[src/rtl/psum_writeback_stage.sv]
// psum_writeback_stage: writes accumulate-stage partial sums back into the psum pad.
// Packs each PE row as a full PSUMDWD word or a DWD half-word placed by parity,
// arbitrates for the shared pad write port and reports tile completion to PE control.
// Optional feature macro: PSUM_SAT_EN (signed saturation of D16 half-words instead of truncation).
`timescale 1ns/1ps

module psum_writeback_stage #(
   parameter int DWD     = 8,
   parameter int PSUMDWD = 16,
   parameter int PEROW   = 4,
   parameter int ADDRWD  = 5,
   parameter int CNTWD   = 8
) (
   input  logic                     clk,
   input  logic                     rst,
   input  logic                     AS_rdy,
   output logic                     AS_ack,
   input  logic [PEROW*PSUMDWD-1:0] i_psum,
   input  logic                     i_psum_mode,
   input  logic                     i_parity,
   input  logic [ADDRWD-1:0]        i_addr,
   input  logic                     i_last,
   output logic                     o_pp_we,
   input  logic                     i_pp_gnt,
   output logic [ADDRWD-1:0]        o_pp_addr,
   output logic [PEROW*PSUMDWD-1:0] o_pp_wdata,
   output logic [PEROW*2-1:0]       o_pp_wmask,
   output logic                     WB_rdy,
   input  logic                     WB_ack,
   output logic [CNTWD-1:0]         o_wcnt
);

   typedef enum logic [1:0] {
      IDLE     = 2'd0,
      WAIT_GNT = 2'd1,
      DONE     = 2'd2
   } state_e;

   state_e                     state_q, state_d;
   logic [ADDRWD-1:0]          addr_q;
   logic [PEROW*PSUMDWD-1:0]   wdata_q;
   logic [PEROW*2-1:0]         wmask_q;
   logic                       last_q;
   logic [CNTWD-1:0]           wcnt_q, wcnt_d;

   logic                       load;
   logic                       ack_c;
   logic                       we_c;
   logic                       wb_rdy_c;
   logic [PEROW*PSUMDWD-1:0]   pack_data;
   logic [PEROW*2-1:0]         pack_mask;
   logic [PSUMDWD-1:0]         row;
   logic [DWD-1:0]             half;
`ifdef PSUM_SAT_EN
   logic [PSUMDWD-DWD:0]       row_upper;
`endif

   // Pack the incoming per-row sums into pad word layout before they are registered.
   // The packed form is held instead of the raw sums, so the pad sees registered data directly.
   always_comb begin
      pack_data = '0;
      pack_mask = '0;
      row       = '0;
      half      = '0;
`ifdef PSUM_SAT_EN
      row_upper = '0;
`endif
      for (int unsigned r = 0; r < PEROW; r++) begin
         row = i_psum[r*PSUMDWD +: PSUMDWD];
         if (!i_psum_mode) begin
            pack_data[r*PSUMDWD +: PSUMDWD] = row;
            pack_mask[r*2 +: 2]             = 2'b11;
         end else begin
`ifdef PSUM_SAT_EN
            // Value fits in DWD signed bits when everything from the DWD-1 bit upward is a sign copy.
            row_upper = row[PSUMDWD-1:DWD-1];
            if ((row_upper == '0) || (row_upper == '1)) begin
               half = row[DWD-1:0];
            end else if (row[PSUMDWD-1]) begin
               half = {1'b1, {(DWD-1){1'b0}}};
            end else begin
               half = {1'b0, {(DWD-1){1'b1}}};
            end
`else
            half = row[DWD-1:0];
`endif
            if (i_parity) begin
               pack_data[r*PSUMDWD+DWD +: DWD] = half;
               pack_mask[r*2 +: 2]             = 2'b10;
            end else begin
               pack_data[r*PSUMDWD +: DWD]     = half;
               pack_mask[r*2 +: 2]             = 2'b01;
            end
         end
      end
   end

   // Next-state, handshake outputs and commit counter update.
   always_comb begin
      state_d  = state_q;
      wcnt_d   = wcnt_q;
      load     = 1'b0;
      ack_c    = 1'b0;
      we_c     = 1'b0;
      wb_rdy_c = 1'b0;
      case (state_q)
         IDLE: begin
            ack_c = AS_rdy;
            if (AS_rdy) begin
               load    = 1'b1;
               state_d = WAIT_GNT;
            end
         end
         WAIT_GNT: begin
            we_c = 1'b1;
            if (i_pp_gnt) begin
               wcnt_d  = wcnt_q + 1'b1;
               state_d = last_q ? DONE : IDLE;
            end
         end
         DONE: begin
            wb_rdy_c = 1'b1;
            if (WB_ack) begin
               wcnt_d  = '0;
               state_d = IDLE;
            end
         end
         default: begin
            state_d = IDLE;
         end
      endcase
   end

   // State and commit counter registers.
   always_ff @(posedge clk or negedge rst) begin
      if (!rst) begin
         state_q <= IDLE;
         wcnt_q  <= '0;
      end else begin
         state_q <= state_d;
         wcnt_q  <= wcnt_d;
      end
   end

   // Holding registers for the pending pad write; stable until the grant.
   always_ff @(posedge clk or negedge rst) begin
      if (!rst) begin
         addr_q  <= '0;
         wdata_q <= '0;
         wmask_q <= '0;
         last_q  <= 1'b0;
      end else if (load) begin
         addr_q  <= i_addr;
         wdata_q <= pack_data;
         wmask_q <= pack_mask;
         last_q  <= i_last;
      end
   end

   assign AS_ack     = ack_c;
   assign o_pp_we    = we_c;
   assign o_pp_addr  = addr_q;
   assign o_pp_wdata = wdata_q;
   assign o_pp_wmask = wmask_q;
   assign WB_rdy     = wb_rdy_c;
   assign o_wcnt     = wcnt_q;

endmodule
[config.mk]
export PLATFORM = sky130hd
export DESIGN_NAME = psum_writeback_stage
export DESIGN_NICKNAME = d
export VERILOG_FILES = /design/src/rtl/psum_writeback_stage.sv
export SDC_FILE = /design/constraint.sdc
export NUM_CORES = 1
export LEC_CHECK = 0
export ABC_AREA = 1
export ABC_CLOCK_PERIOD_IN_PS = 1700
export CAP_MARGIN = 20
export CORE_MARGIN = 2
export CORE_UTILIZATION = 40
export CTS_CLUSTER_SIZE = 24
export DETAILED_ROUTE_END_ITERATION = 16
export PLACE_DENSITY = 0.87
export RECOVER_POWER = 50
export SETUP_SLACK_MARGIN = 0.2
export SYNTH_ARGS = -nofsm -noshare
export SYNTH_HDL_FRONTEND = slang
export SYNTH_SLANG_ARGS = --single-unit
[constraint.sdc]
create_clock -name clk -period 1.7 [get_ports clk]
set_clock_uncertainty 0.1 [all_clocks]
set_input_delay 0.51 -clock clk [delete_from_list [all_inputs] [get_ports clk]]
set_output_delay 0.51 -clock clk [all_outputs]
set_load 0.1 [all_outputs]
==> results_dict.tcl <==
set metrics [dict create \
    outcome "finished with violations" \
    violations "negative setup slack" \
    path_class "flop to output pin" \
    reg2reg_setup_slack_ns -0.12 \
    drt-pass1-iter-count 5 \
    setup_tns_ns -2.010 \
    insertion_delay_ns 0.35 \
    syn_nets 513 \
    tritoncts "yes" \
    cp.arrival_ns 1.27 \
    crit_fanout 3 \
    io_buffers 164 \
    grt_max_degree 83 \
    grt_setup_unrepaired "yes" \
    final_common_cell "nand2_1" \
    place_ws_ns -0.3428 \
    clk_pin_slew_ns 0.09 \
    post-dp-hpwl_um 9031 \
    synth.yosys.seq_area_share_pct 55.67 \
    grt_pass1_vias 4298 \
    syn_area_um2 3686 \
    cts_max_path_buffers 2 \
    viasPerCell 5.469 \
    grt-ovfl-total 0 \
    wl_um 15370 \
    ant_nets 0 \
    synth_seq_cells 82 \
    fmax_ghz 0.5316 \
    htree_levels 3 \
    fin_nets 714 \
    fill_cells 495 \
    grt.total_usage_pct 29.39 \
    max_cap_violations 0 \
    finalMaxSlewViolations 0 \
    core_um2 9109 \
    numCtsBuffers 9 \
    syn_inst 435 \
    cts.sinks 82 \
    dieHeight_um 100.0 \
    cts-root-buf "clkbuf_8" \
    period_needed_ns 1.881 \
    endpoint_kind "output pin" \
    setup_ws_ns -0.1810 \
    relSlewSlack_pct 24.55 \
    routedWlPerCell_um 20.44 \
    min_path_type "primary input to asynchronous set/reset pin" \
    die_w_um 100.0 \
    diodes 0 \
    remaining_drc_errors 0 \
    ys_types 19 \
    finalHoldViolCount 0 \
    dp_cells 696 \
    drt_iter0_drc 243 \
    cp_slowest_stage_delay_ns 0.41 \
    die-area_um2 9999 \
    ioPinCount 165 \
    period_share_pct 110.6 \
    row_count 35 \
    route.met2.wl_um 8043 \
    critPathRequiredTime_ns 1.09 \
    route.met3.wl_um 1251 \
    critPathLaunchType "flop" \
    yosys_warnings 0 \
    synth.avg_cell_area_um2 8.474 \
    vias 4113 \
    met1Wirelength_um 5588 \
    grt_pass1_wl_um 22580 \
    path_cells "inv_2 -> nand3_4 -> inv_4 -> buf_12" \
    start_util_pct 40.47 \
    maxUsedRoutingLayer "met4" \
    syn2layout_area_growth_pct 104.3 \
    final_layout_size_suffix_gt1_share_pct 48.05 \
    final_cells 752 \
    place_congestion 0.8870 \
    layout_common_cells "98 x nand2_1, 84 x buf_12, 76 x dfrtp_2" \
    setup_viol 32 \
    crit_slowest_cell "dfrtp_1" \
    worst_pin_slew_ns 1.132 \
    antenna_found_initial 0 \
]
## Yosys cell counts
cell | instances | share of area [%]
buf_2 | 17 | 2.3
o21ai_0 | 5 | 0.68
ha_1 | 1 | 0.34
clkbuf_1 | 5 | 0.51
nand4_1 | 2 | 0.34
nand3_1 | 72 | 9.8
nor2_2 | 1 | 0.17
dfrtp_1 | 82 | 56
nand2_1 | 104 | 11
nor2_1 | 43 | 4.4
a21oi_1 | 69 | 9.4
buf_4 | 10 | 2.0
buf_6 | 4 | 1.2
o31ai_1 | 1 | 0.20
nand3_2 | 2 | 0.54
inv_1 | 12 | 1.2
or2_0 | 1 | 0.17
nand2_2 | 1 | 0.17
inv_2 | 3 | 0.31
## final cells by class
class	instances	area (µm²)	share of cell area [%]
Timing Repair Buffer	226	3206	42.56
Sequential cell	82	2162	28.70
Multi-Input combinational cell	302	1724	22.89
Tap cell	111	138.9	1.844
Clock buffer	10	127.6	1.694
Clock inverter	6	112.6	1.495
Inverter	15	61.31	0.8140
## worst paths after layout
check / cells past startpoint / end / from
setup / recovery: 4 / AS_ack / state_q[0]
hold / removal: 2 / o_wcnt[2] / rst
setup reg to reg: 9 / o_pp_wdata[36] / state_q[0]
hold reg to reg: 2 / last_q / last_q
max in group asynchronous: 2 / o_pp_wmask[5] / rst
min in group clk: 2 / last_q / last_q
## cells by family (layout without fill, tap and decap cells)
family                   count (synthesis)  in the layout  synth area share [%]
buffers and inverters                   51            257                 7.603
AND/OR/NAND/NOR                        226            226                 26.14
flip-flops                              82             82                 55.67
adder cells (fa/ha/maj)                  1              1                0.3394
AO/OA/AOI/OAI                           75             75                 10.25
## sequential cells by signal (all words and copies together), names as in the netlist
register    flops
state_q         2
o_pp_wmask      2
last_q          1
o_pp_wdata     64
o_pp_addr       5
o_wcnt          8
## through the flow
step,instance area (µm²),utilization (%),hold WS [ns]
4_1_cts,7323,80.40,0.09159
5_1_grt,7532,82.69,0.4243
2_1_floorplan,3875,-,0.1144
3_5_place_dp,6510,71.47,0.3962
6_report,7532,82.69,0.3945
3_3_place_gp,6510,71.47,0.3744
## layer usage
layer	track usage (%)	vias to the layer above
met1	33.74	2013
li1	-	1824
met5	0	-
met4	13.91	0
met2	50.73	228
met3	8.357	48
## what timing repair did
item	4_1_cts	5_1_grt
cloned	7	2
pin swaps	13	4
setup buffers	20	11
endpoints found under the setup margin	156	167
gates resized for setup	59	37
hold buffers	0	0
## worst max-delay path: cells and delay by family (launching register included)
kind                   cells  cell delay [ns]
buffers and inverters      3             0.41
DFF                        1             0.41
and+or+nand+nor            1             0.11
Power is left out: the tool's default activity adds up to more than one toggle a clock period on the data nets, which glitch-free logic cannot reach.
